File: config.mk
export PLATFORM = sky130hd
export DESIGN_NAME = gate_controller_flat
export DESIGN_NICKNAME = d
export VERILOG_FILES = /design/src/rtl/gate_controller_if.sv /design/src/rtl/gate_controller.sv /design/src/flat_wrapper.sv
export SDC_FILE = /design/constraint.sdc
export NUM_CORES = 1
export LEC_CHECK = 0
export ABC_CLOCK_PERIOD_IN_PS = 2300
export CAP_MARGIN = 15
export CORE_MARGIN = 10
export CORE_UTILIZATION = 50
export DETAILED_ROUTE_END_ITERATION = 7
export GPL_TIMING_DRIVEN = 0
export PLACE_DENSITY_LB_ADDON = 0.2
export SLEW_MARGIN = 20
export SYNTH_ARGS = -nofsm -noshare
export SYNTH_HDL_FRONTEND = slang
export SYNTH_SLANG_ARGS = --single-unit
File: constraint.sdc
create_clock -name clk -period 2.3 [get_ports clk]
set_input_delay 0.46 -clock clk [delete_from_list [all_inputs] [get_ports clk]]
set_output_delay 0.46 -clock clk [all_outputs]
set_load 0.1 [all_outputs]
File: src/rtl/gate_controller_if.sv
// Handshake/bus bundle between the authentication FSM side and the gate controller.
// Carries auth/alarm/sensor inputs and motor/gate/alarm/count outputs.
interface gate_controller_if #(
  parameter int CNT_W = 8
);
  logic             authenticated;
  logic             wrongPinAlarm;
  logic             sensorA;
  logic             sensorB;
  logic             gateState;
  logic             motorUp;
  logic             motorDown;
  logic             blockAlarm;
  logic [CNT_W-1:0] carCount;

  modport master (
    output authenticated,
    output wrongPinAlarm,
    output sensorA,
    output sensorB,
    input  gateState,
    input  motorUp,
    input  motorDown,
    input  blockAlarm,
    input  carCount
  );

  modport slave (
    input  authenticated,
    input  wrongPinAlarm,
    input  sensorA,
    input  sensorB,
    output gateState,
    output motorUp,
    output motorDown,
    output blockAlarm,
    output carCount
  );
endinterface

File: src/rtl/gate_controller.sv
// Parking-gate motor/tailgate FSM downstream of PIN authentication.
// Ports: clk, rstN (async low), bus (slave: auth/sensors in, motor/gate/alarm/count out).
module gate_controller #(
  parameter int TRAVEL_CYCLES = 4,
  parameter int OPEN_TIMEOUT  = 16,
  parameter int CNT_W         = 8
) (
  input  logic               clk,
  input  logic               rstN,
  gate_controller_if.slave   bus
);
  localparam int MAXC =
    (TRAVEL_CYCLES > OPEN_TIMEOUT) ? TRAVEL_CYCLES : OPEN_TIMEOUT;
  localparam int CW = $clog2(MAXC) + 1;

  localparam logic [CW-1:0] TRAV_LAST = CW'(TRAVEL_CYCLES - 1);
  localparam logic [CW-1:0] OPEN_LAST = CW'(OPEN_TIMEOUT - 1);

  localparam int I_CLOSED  = 0;
  localparam int I_OPENING = 1;
  localparam int I_OPEN    = 2;
  localparam int I_CLOSING = 3;
  localparam int I_BLOCKED = 4;

  localparam logic [4:0] S_CLOSED  = 5'b00001;
  localparam logic [4:0] S_OPENING = 5'b00010;
  localparam logic [4:0] S_OPEN    = 5'b00100;
  localparam logic [4:0] S_CLOSING = 5'b01000;
  localparam logic [4:0] S_BLOCKED = 5'b10000;

  logic [4:0]       state_q, state_d;
  logic [CW-1:0]    cnt_q, cnt_d;
  logic [CNT_W-1:0] car_q, car_d;

  logic both_s, none_s;
  assign both_s = bus.sensorA & bus.sensorB;
  assign none_s = ~bus.sensorA & ~bus.sensorB;

  always_comb begin
    state_d = state_q;
    car_d   = car_q;
    unique case (1'b1)
      state_q[I_CLOSED]: begin
        // a held wrong-PIN lockout beats a simultaneous accept
        if (bus.authenticated && !bus.wrongPinAlarm)
          state_d = S_OPENING;
      end
      state_q[I_OPENING]: begin
        if (cnt_q == TRAV_LAST)
          state_d = S_OPEN;
      end
      state_q[I_OPEN]: begin
        if (both_s) begin
          state_d = S_BLOCKED;
        end else if (bus.sensorB) begin
          state_d = S_CLOSING;
          car_d   = car_q + 1'b1;
        end else if (cnt_q == OPEN_LAST) begin
          state_d = S_CLOSING;
        end
      end
      state_q[I_CLOSING]: begin
        if (both_s)
          state_d = S_BLOCKED;
        else if (cnt_q == TRAV_LAST)
          state_d = S_CLOSED;
      end
      state_q[I_BLOCKED]: begin
        if (none_s)
          state_d = S_CLOSING;
      end
      default: state_d = S_CLOSED;
    endcase
  end

  // shared timer restarts on every state change
  assign cnt_d = (state_d != state_q) ? '0 : cnt_q + 1'b1;

  always_ff @(posedge clk or negedge rstN) begin
    if (!rstN) begin
      state_q <= S_CLOSED;
      cnt_q   <= '0;
      car_q   <= '0;
    end else begin
      state_q <= state_d;
      cnt_q   <= cnt_d;
      car_q   <= car_d;
    end
  end

  assign bus.gateState  = ~state_q[I_CLOSED];
  assign bus.motorUp    = state_q[I_OPENING];
  assign bus.motorDown  = state_q[I_CLOSING];
  assign bus.blockAlarm = state_q[I_BLOCKED];
  assign bus.carCount   = car_q;
endmodule

File: src/flat_wrapper.sv
// flat-port wrapper written by rule: the top's interface ports become plain ports
module gate_controller_flat 
#(
  parameter int TRAVEL_CYCLES = 4,
  parameter int OPEN_TIMEOUT  = 16,
  parameter int CNT_W         = 8
)
  (clk, rstN, bus_authenticated, bus_wrongPinAlarm, bus_sensorA, bus_sensorB, bus_gateState, bus_motorUp, bus_motorDown, bus_blockAlarm, bus_carCount);
  gate_controller_if #(.CNT_W(CNT_W)) bus_i ();
  input  logic clk;
  input  logic rstN;
  input wire logic [$bits(bus_i.authenticated)-1:0] bus_authenticated;
  input wire logic [$bits(bus_i.wrongPinAlarm)-1:0] bus_wrongPinAlarm;
  input wire logic [$bits(bus_i.sensorA)-1:0] bus_sensorA;
  input wire logic [$bits(bus_i.sensorB)-1:0] bus_sensorB;
  output wire logic [$bits(bus_i.gateState)-1:0] bus_gateState;
  output wire logic [$bits(bus_i.motorUp)-1:0] bus_motorUp;
  output wire logic [$bits(bus_i.motorDown)-1:0] bus_motorDown;
  output wire logic [$bits(bus_i.blockAlarm)-1:0] bus_blockAlarm;
  output wire logic [$bits(bus_i.carCount)-1:0] bus_carCount;
  assign bus_i.authenticated = bus_authenticated;
  assign bus_i.wrongPinAlarm = bus_wrongPinAlarm;
  assign bus_i.sensorA = bus_sensorA;
  assign bus_i.sensorB = bus_sensorB;
  assign bus_gateState = bus_i.gateState;
  assign bus_motorUp = bus_i.motorUp;
  assign bus_motorDown = bus_i.motorDown;
  assign bus_blockAlarm = bus_i.blockAlarm;
  assign bus_carCount = bus_i.carCount;
  gate_controller #(.TRAVEL_CYCLES(TRAVEL_CYCLES), .OPEN_TIMEOUT(OPEN_TIMEOUT), .CNT_W(CNT_W)) u_core (.clk(clk), .rstN(rstN), .bus(bus_i));
endmodule
After elaboration in Yosys (flattened, before gate mapping)
Index checks and enable logic that the tools add are counted.
{ "word_totals": {"output_inout_bits": 12, "ff_bits": 18, "word_cells": 27, "input_bits": 6} }
{ "classes": {"n_reduce_logical": 3, "mux": 10, "bitwise_logic": 6, "n_addsub": 2, "eq_ne": 3} }
{ "ops": {"columns": ["operator", "n"], "rows": [
  ["5-bit 2-to-1 mux", 5],
  ["5-bit case mux with 5 select lines", 1],
  ["8-bit by 1-bit adder with 8-bit output (second input constant)", 1],
  ["4-bit 2-to-1 mux", 2],
  ["5-bit by 1-bit adder with 5-bit output (second input constant)", 1],
  ["5-bit by 2-bit equality test with 1-bit output (second input constant)", 1],
  ["5-bit by 4-bit equality test with 1-bit output (second input constant)", 1],
  ["5-bit inequality test", 1],
  ["1-bit inverter", 4],
  ["3-bit 2-to-1 mux", 1],
  ["3-bit AND reduction", 1],
  ["1-bit AND", 2],
  ["2-bit 2-to-1 mux", 1],
  ["1-bit logical AND", 1],
  ["1-bit logical NOT", 1]
]} }

Logic depth before layout (Yosys ltp)
Gate-level depths: netlist (run 1).
{ "logic_depth": {"depth_word": 7, "ltp_mapped": 7, "depth_no_buf": 7} }

Least setup slack after synthesis (run 1)
No wires, ideal clock.
{ "synth_timing": {"path_type": "flip-flop to flip-flop", "startpoint": "reg u_core.state_q[1]", "endpoint": "reg u_core.cnt_q[0]", "required_ns": 2.156, "t_arrival_ns": 1.969, "period_less_slack_ns": 2.113, "path_stages_with_launch": 5, "setup_slack_ns": 0.187, "path_buffers": 0, "setup_time_ns": 0.144, "cell_sequence": "dfrtp_1 > or4_1 > o22ai_2 > mux2i_1 > nor4_1"} }
{ "synth_between": {"elab_chain_cells": 3} }
{ "synth_lines": {"columns": ["element", "line", "source"], "rows": [
  ["start: declaration", "gate_controller.sv:31", "logic [4:0] state_q, state_d;"],
  ["start signal: assignment", "gate_controller.sv:85", "state_q <= state_d;"],
  ["5-bit case mux with 5 select lines", "gate_controller.sv:42", "unique case (1'b1)"],
  ["5-bit inequality test (*)", "gate_controller.sv:77", "assign cnt_d = (state_d != state_q) ? '0 : cnt_q + 1'b1;"],
  ["5-bit 2-to-1 mux (*)", "gate_controller.sv:77", null],
  ["named net u_core.cnt_d[0]", "gate_controller.sv:32", "logic [CW-1:0] cnt_q, cnt_d;"],
  ["end signal: assignment", "gate_controller.sv:86", "cnt_q <= cnt_d;"],
  ["end: declaration", "gate_controller.sv:32", null]
]} }
The timed path passes the listed nets; every way through them passes the cells marked *.
A chain may end at the register's enable or synchronous reset.

Worst setup path in the final report (run 1)
{ "layout_timing": {"startpoint": "reg u_core.cnt_q[0]", "endpoint": "reg u_core.cnt_q[2]"} }
{ "layout_between": {"elab_chain_cells": 7, "elab_cells_between_ends": 12, "cone_classes": "1 x add/sub; 3 x eq/ne; 8 x mux"} }
{ "layout_lines": {"columns": ["element", "line", "source"], "rows": [
  ["5-bit by 4-bit equality test with 1-bit output", "gate_controller.sv:58", "end else if (cnt_q == OPEN_LAST) begin"],
  ["4-bit 2-to-1 mux", "gate_controller.sv:58", null],
  ["5-bit 2-to-1 mux", "gate_controller.sv:55", "end else if (bus.sensorB) begin"],
  ["5-bit 2-to-1 mux", "gate_controller.sv:53", "if (both_s) begin"],
  ["5-bit case mux with 5 select lines", "gate_controller.sv:42", null],
  ["5-bit inequality test", "gate_controller.sv:77", null],
  ["5-bit 2-to-1 mux (*)", "gate_controller.sv:77", null],
  ["named net u_core.cnt_d[2]", "gate_controller.sv:32", null]
]} }
Marked as above.

==> metrics.md, run 1 <==
| Metric | Value |
|---|---|
| Status | `finished clean` |
| WL final | `2010 µm` |
| Most frequent cells in the layout | `dfrtp_1 (17), dlygate4sd2_1 (11), nand2_1 (8)` |
| Vias | `770` |
| Worst skew pair latency | `0.29 ns` |
| Commonest non-fill, non-tap cell in the layout | `dfrtp_1` |
| FMAX | `479 MHz` |
| GRT busiest layer | `met2` |
| Non-Filler Cell Area, Final | `0.00116 mm²` |
| Overall die width | `63.5 µm` |
| CTS Buf Count | `3` |
| Global-route wire length before repair | `3500 µm` |
| RSZ-0062 raised after global routing | `no` |
| Row count | `15` |
| Die ar. | `0.00404 mm²` |
| DP Worst Slack | `0.205 ns` |
| CTS sink count | `18` |
| #FFs+latches synth | `18` |
| Crit path time final | `2.09 ns` |
| GR Layer Usage met3 | `0.0371` |
| Critical Path Sink | `u_core.cnt_q[2]` |
| DRT Pass-1 Iters | `4` |
| Worst endpoint required time | `2.45 ns` |
| Pwr per Cell Area | `1260 mW/mm²` |
| Remaining DRCs | `0` |
| Worst R2R Start | `u_core.cnt_q[0]` |
| Synth Cell Area | `947 µm²` |
| Complex-gate fraction of the synthesized area | `0.108` |
| Worst Setup Start Kind | `register` |
| Count of buffers from port buffering | `16` |
| Worst Setup SP | `u_core.cnt_q[0]` |
| Vias in the first global route | `821` |
| Clk slew on worst S/H paths | `0.10 ns` |
| Post-Syn Instances | `91` |
| Setup TNS | `0 ns` |
| Vias per cell | `5.66` |
| CORE AREA | `0.00176 mm²` |
| 1st-iter DRT viols | `9` |
| R2r worst-path depth | `5` |
| Post-Syn Area per Cell | `10.4 µm²` |
| Hpwl dp | `1530 µm` |
| Total power | `1.47 mW` |
| GR Util All Layers | `0.103` |
| Leak Pwr | `0.559 nW` |
| Max-cap violations | `0` |
| Post-synthesis sequential area ratio | `0.477` |
| Num ports | `18` |
| Starting Density | `0.537` |
| CP Max Fanout | `5` |
| Reg-to-Reg End | `u_core.cnt_q[2]` |
| Fin Clk Skew | `0.00625 ns` |
| Antenna fix cells | `0` |
| Initial antenna violation count | `0` |
| Root buf cell | `clkbuf_4` |
| Post-synthesis mux area share | `0.0106` |
| Fin crit share | `0.908` |
| Largest net degree at the start of global routing | `19` |
| Worst-margin pin slew | `0.972 ns` |
| Fin nets | `121` |
| Met2 Usage GRT | `0.177` |
| Largest family of logic cells by synthesized area | `simple AND/OR/NAND/NOR gates` |
| Chip Height | `63.5 µm` |
| Worst hold path class | `register to register` |
| Met1 Resource Use GR | `0.109` |
| Post-place instance area | `0.00114 mm²` |
| RePlAce Congestion | `0.789` |
| H-tree Lvls | `1` |
| Relative slew slack | `0.351` |
| # Post-CTS Setup Buffers | `0` |
| Antenna-violating nets left | `0` |
| Synth Area in Simple Gates | `0.266` |
| Worst EP arrival | `2.24 ns` |
| CTS tree | `done` |
| Synth cell types | `36` |
| CP endpoint kind | `register` |
| Final worst slack | `0.212 ns` |
| XOR/XNOR share of the synthesized area | `0.0832` |
| P&R area growth vs syn | `22.9%` |
| Layout cells sized above 1 | `0.108` |
| Final hold violation count | `0` |
| Setup-failing EPs final | `0` |
| Max clock buf depth | `2` |
| Grt ovf | `0` |
| VDD IR max | `1.06 mV` |
| Max-slew violation count | `0` |
| Mapped Nets | `100` |
| Avg WL per Cell | `14.8 µm` |
| WS Path Type | `register to register` |
| Post-synthesis adder-cell area fraction | `0.0396` |
| Flop2flop setup slack | `0.21 ns` |
| Warning count from the yosys run | `0` |
## critical path, stage by stage (launching register included)
cell	delay, ns
dfrtp_1	0.38
ha_1	0.22
nor4b_1	0.56
o21ai_0	0.19
nor3_1	0.45
nor4_1	0.16
## where the power goes
part           total, mW  switching (mW)  leakage [nW]  internal (mW)
combinational      0.772           0.585         0.302          0.187
sequential         0.500          0.0968         0.236          0.403
clock              0.198           0.102        0.0210         0.0964
## metal layers
| metal | share of wire | vias up |
|---|---|---|
| li1 | - | 378 |
| met5 | 0 | - |
| met4 | 0.013 | 0 |
| met2 | 0.50 | 18 |
| met1 | 0.44 | 370 |
| met3 | 0.055 | 4 |
## cell type report
| type | instances | area, µm² |
|---|---|---|
| Tap cell | 25 | 31.3 |
| Clock buffer | 4 | 36.3 |
| Fill cell | 164 | 601 |
| Sequential cell | 18 | 452 |
| Timing Repair Buffer | 16 | 149 |
| Multi-Input combinational cell | 69 | 480 |
| Inverter | 3 | 11.3 |
| Buffer | 1 | 3.75 |
## metrics by stage
step | hold WS, ns | instances | utilization
after global placement | 0.460 | 132 | 0.645
final | 0.472 | 136 | 0.660
after global routing | 0.490 | 136 | 0.660
after floorplan | 0.164 | 91 | -
after detailed placement | 0.463 | 132 | 0.645
after CTS | 0.480 | 136 | 0.658
## cell families (layout without fill, tap and decap cells)
logic type / after synthesis / after routing
fa+ha+maj: 3 / 3
mux: 1 / 1
compound gates: 14 / 14
xor+xnor: 9 / 9
flops: 18 / 18
simple gates: 42 / 42
buf+inv: 4 / 24
## worst min path at each step
stage / from / to / slack [ns] / depth (start not counted)
after detailed placement: u_core.bus.carCount[7] / u_core.bus.carCount[7] / 0.46 / 1
after global placement: u_core.bus.carCount[7] / u_core.bus.carCount[7] / 0.46 / 1
after CTS: u_core.bus.carCount[7] / u_core.bus.carCount[7] / 0.48 / 1
final: u_core.bus.carCount[7] / u_core.bus.carCount[7] / 0.47 / 1
after floorplan: rstN / u_core.bus.carCount[0] / 0.16 / 0
after global routing: u_core.bus.carCount[7] / u_core.bus.carCount[7] / 0.49 / 1
## registers in the layout, summed over array words and instances, names as in the netlist
signal	cells
u_core.state_q	5
u_core.bus.carCount	8
u_core.cnt_q	5
## cells in the mapped netlist (all sizes together)
cell | n | area (µm²)
a21bo | 1 | 10.0
a21o | 1 | 8.76
a21oi | 1 | 5.00
a2bb2oi | 1 | 8.76
a31oi | 1 | 6.26
and3 | 2 | 13.8
and3b | 1 | 8.76
clkbuf | 1 | 3.75
dfrtp | 17 | 425
dfstp | 1 | 26.3
ha | 3 | 37.5
inv | 3 | 11.3
mux2i | 1 | 10.0
nand2 | 8 | 30.0
nand2b | 2 | 12.5
nand3 | 6 | 30.0
nand3b | 1 | 7.51
nand4 | 3 | 18.8
nand4b | 3 | 26.3
nor2 | 4 | 15.0
nor2b | 1 | 6.26
nor3 | 1 | 5.00
nor4 | 5 | 31.3
nor4b | 1 | 8.76
nor4bb | 1 | 10.0
o21a | 1 | 7.51
o21ai | 5 | 25.0
o21ba | 1 | 10.0
o221ai | 1 | 8.76
o22ai | 1 | 12.5
or2 | 1 | 6.26
or4 | 1 | 7.51
or4b | 1 | 13.8
xnor2 | 6 | 52.6
xor2 | 3 | 26.3
## repair_timing
action | CTS | global route
pin swaps | 0 | 0
setup endpoints to repair | 11 | 1
hold buffers | 0 | 0
resized for setup | 11 | 1
endpoints found under the hold margin | 0 | 0
gates cloned | 0 | 0
Power figures use the tool's default switching activity.
==> run 2: changes to the inputs <==
--- a/config.mk
+++ b/config.mk
@@ -5,10 +5,10 @@
 export SDC_FILE = /design/constraint.sdc
 export NUM_CORES = 1
 export LEC_CHECK = 0
-export ABC_CLOCK_PERIOD_IN_PS = 2300
+export ABC_CLOCK_PERIOD_IN_PS = 2500
 export CAP_MARGIN = 15
 export CORE_MARGIN = 10
-export CORE_UTILIZATION = 50
+export CORE_UTILIZATION = 54
 export DETAILED_ROUTE_END_ITERATION = 7
 export GPL_TIMING_DRIVEN = 0
 export PLACE_DENSITY_LB_ADDON = 0.2
==> constraint.sdc (replaced) <==
create_clock -name clk -period 2.5 [get_ports clk]
set_input_delay 0.5 -clock clk [delete_from_list [all_inputs] [get_ports clk]]
set_output_delay 0.5 -clock clk [all_outputs]
set_load 0.1 [all_outputs]
==> metrics.md, run 2 (synthesis gave the netlist of run 1 again) <==
| Metric | Value |
|---|---|
| Worst EP arrival | `1.93 ns (-0.31 ns)` |
| DP Worst Slack | `0.388 ns (+0.183 ns)` |
| Fin crit share | `0.973` |
| H-tree Lvls | `1 (unchanged)` |
| VDD IR max | `0.803 mV (-24%)` |
| Most frequent cells in the layout | `dfrtp_1 (17), clkdlybuf4s50_1 (16), nand2_1 (8)` |
| Chip Height | `61.9 µm (-2.6%)` |
| Clk slew on worst S/H paths | `0.10 ns (about the same)` |
| RePlAce Congestion | `0.778 (-1.4%)` |
| Vias per cell | `6.07 (+7.2%)` |
| NetSw | `0.718 mW (-8.4%)` |
| Hpwl dp | `1520 µm (-0.54%)` |
| Vias | `777 (+0.91%)` |
| # Post-CTS Setup Buffers | `0 (unchanged)` |
| 1st-iter DRT viols | `11 (+2)` |
| Final hold violation count | `0 (unchanged)` |
| Gate power share | `0.534 (+0.009)` |
| Setup-failing EPs final | `0 (unchanged)` |
| Antenna-violating nets left | `0 (unchanged)` |
| Util after Layout | `0.690 (+0.0301)` |
| Max-slew violation count | `0 (unchanged)` |
| Leak Pwr | `0.506 nW (-9.5%)` |
| Critical-path top delay cell | `clkdlybuf4s50_1` |
| Clock Power Share | `0.131 (-0.004)` |
| Final worst slack | `0.0677 ns (-0.144 ns)` |
| CP Max Fanout | `6 (+1)` |
| Flop2flop setup slack | `0.46 ns (+0.25 ns)` |
| Worst hold path class | `register to register` |
| Hold_ws | `0.478 ns (+0.00559 ns)` |
| Antenna fix cells | `0 (unchanged)` |
| Fin Clk Skew | `0.00148 ns (-0.00477 ns)` |
| Count of buffers from port buffering | `16 (unchanged)` |
| CP max stage delay | `0.96 ns (+0.40 ns)` |
| Non-Filler Cell Area, Final | `0.00116 mm² (+0.11%)` |
| Remaining DRCs | `0 (unchanged)` |
| Row count | `15 (unchanged)` |
| Worst endpoint required time | `2.00 ns (-0.45 ns)` |
| Worst R2R Start | `u_core.cnt_q[0]` |
| WS Path Type | `register to output pin` |
| Initial antenna violation count | `0 (unchanged)` |
| Relative slew slack | `0.352 (+0.000885)` |
| Reg-to-Reg End | `u_core.cnt_q[2]` |
| FMAX | `411 MHz` |
| Vias in the first global route | `773 (-5.8%)` |
| P&R area growth vs syn | `23.0%` |
| Worst hold endpoint | `u_core.bus.carCount[7]` |
| Hold_sp | `u_core.bus.carCount[7]` |
| Overall die width | `61.9 µm (-2.6%)` |
| Layout Cells excl Fill | `128 (-5.9%)` |
| Fin nets | `121 (unchanged)` |
| Dpl cells | `124 (-6.1%)` |
| WL final | `1960 µm (-2.3%)` |
| Net Sw Frac | `0.518 (-0.0143)` |
| Worst Setup Start Kind | `register` |
| CP endpoint kind | `output pin` |
| CTS Buf Count | `3 (unchanged)` |
| Num ports | `18 (unchanged)` |
| Root buf cell | `clkbuf_4` |
| Post-place instance area | `0.00113 mm² (-0.88%)` |
| Seq pwr share | `0.335 (-0.005)` |
| Hold depth | `1 (unchanged)` |
| Die ar. | `0.00383 mm² (-5.1%)` |
| Layout cells sized above 1 | `0.108 (unchanged)` |
| Worst-margin pin slew | `0.969 ns (-0.00277 ns)` |
| Worst path cell trace | `inv_1 -> clkdlybuf4s50_1` |
| GR Util All Layers | `0.116 (+0.0133)` |
| Max reg flops | `8 (unchanged)` |
| Starting Density | `0.561 (+0.0239)` |
| Worst skew pair latency | `0.30 ns (about the same)` |
| R2r worst-path depth | `5 (unchanged)` |
| DRT Pass-1 Iters | `4 (unchanged)` |
| Setup TNS | `0 ns (unchanged)` |
| Avg WL per Cell | `15.3 µm (+3.8%)` |
| CTS sink count | `18 (unchanged)` |
| Max-cap violations | `0 (unchanged)` |
| CTS tree | `done` |
| Total power | `1.38 mW (-5.8%)` |
| Pwr per Cell Area | `1190 mW/mm² (-5.9%)` |
| Crit path time final | `2.43 ns` |
| CORE AREA | `0.00169 mm² (-4.3%)` |
| RSZ-0062 raised after global routing | `no` |
| Global-route wire length before repair | `3300 µm (-5.7%)` |
| Number of gates resized after CTS | `0 (-11)` |
| Status | `finished clean` |
| Max clock buf depth | `2 (unchanged)` |
| # hold bufs at CTS | `0 (unchanged)` |
| Int Power | `0.667 mW (-2.9%)` |
| Largest net degree at the start of global routing | `19 (unchanged)` |
| Commonest non-fill, non-tap cell in the layout | `dfrtp_1` |
| Grt ovf | `0 (unchanged)` |
## run 2: cell types whose count changed in the layout (fill, tap and decap cells not counted)
cell             before  now
dlygate4sd2_1        11    0
clkdlybuf4s50_1       4   16
dlymetal6s2s_1        1    0
## run 2: metal layers
metal,track usage,part of all wire
met1,0.129,0.40
met2,0.201,0.50
met3,0.0264,0.073
met4,0.0637,0.024
met5,0,0
## run 2: final cells by class
type,instances,area (µm²)
clock buffer,4,36.3
sequential,18,452
timing repair buffer,16,160
multi-input combinational,69,480
fill,139,524
buffer,1,3.75
tap,17,21.3
inverter,3,11.3
## run 2: power by group through the flow
stage	clock network, mW	registers (mW)	logic [mW]
after floorplan	0	0.762	0.269
after global routing	0.200	0.478	0.784
after global placement	0	0.464	0.735
final	0.181	0.464	0.739
after detailed placement	0	0.470	0.743
after CTS	0.185	0.463	0.745
## run 2: worst max path at each step
| stage | startpoint | slack (ns) | to | cells after the start |
|---|---|---|---|---|
| 4_1_cts | u_core.state_q[0] | 0.05 | bus_gateState | 2 |
| 3_5_place_dp | u_core.state_q[0] | 0.39 | bus_gateState | 2 |
| 5_1_grt | u_core.state_q[0] | 0.02 | bus_gateState | 2 |
| 2_1_floorplan | u_core.state_q[1] | 0.39 | u_core.cnt_q[0] | 4 |
| 6_report | u_core.state_q[0] | 0.07 | bus_gateState | 2 |
| 3_3_place_gp | bus_sensorA | 0.41 | u_core.cnt_q[1] | 5 |
## run 2: critical path, delay by kind of cell, from the launching register on
kind	cells	cell delay [ns]
DFF	1	0.60
buffers and inverters	2	1.03
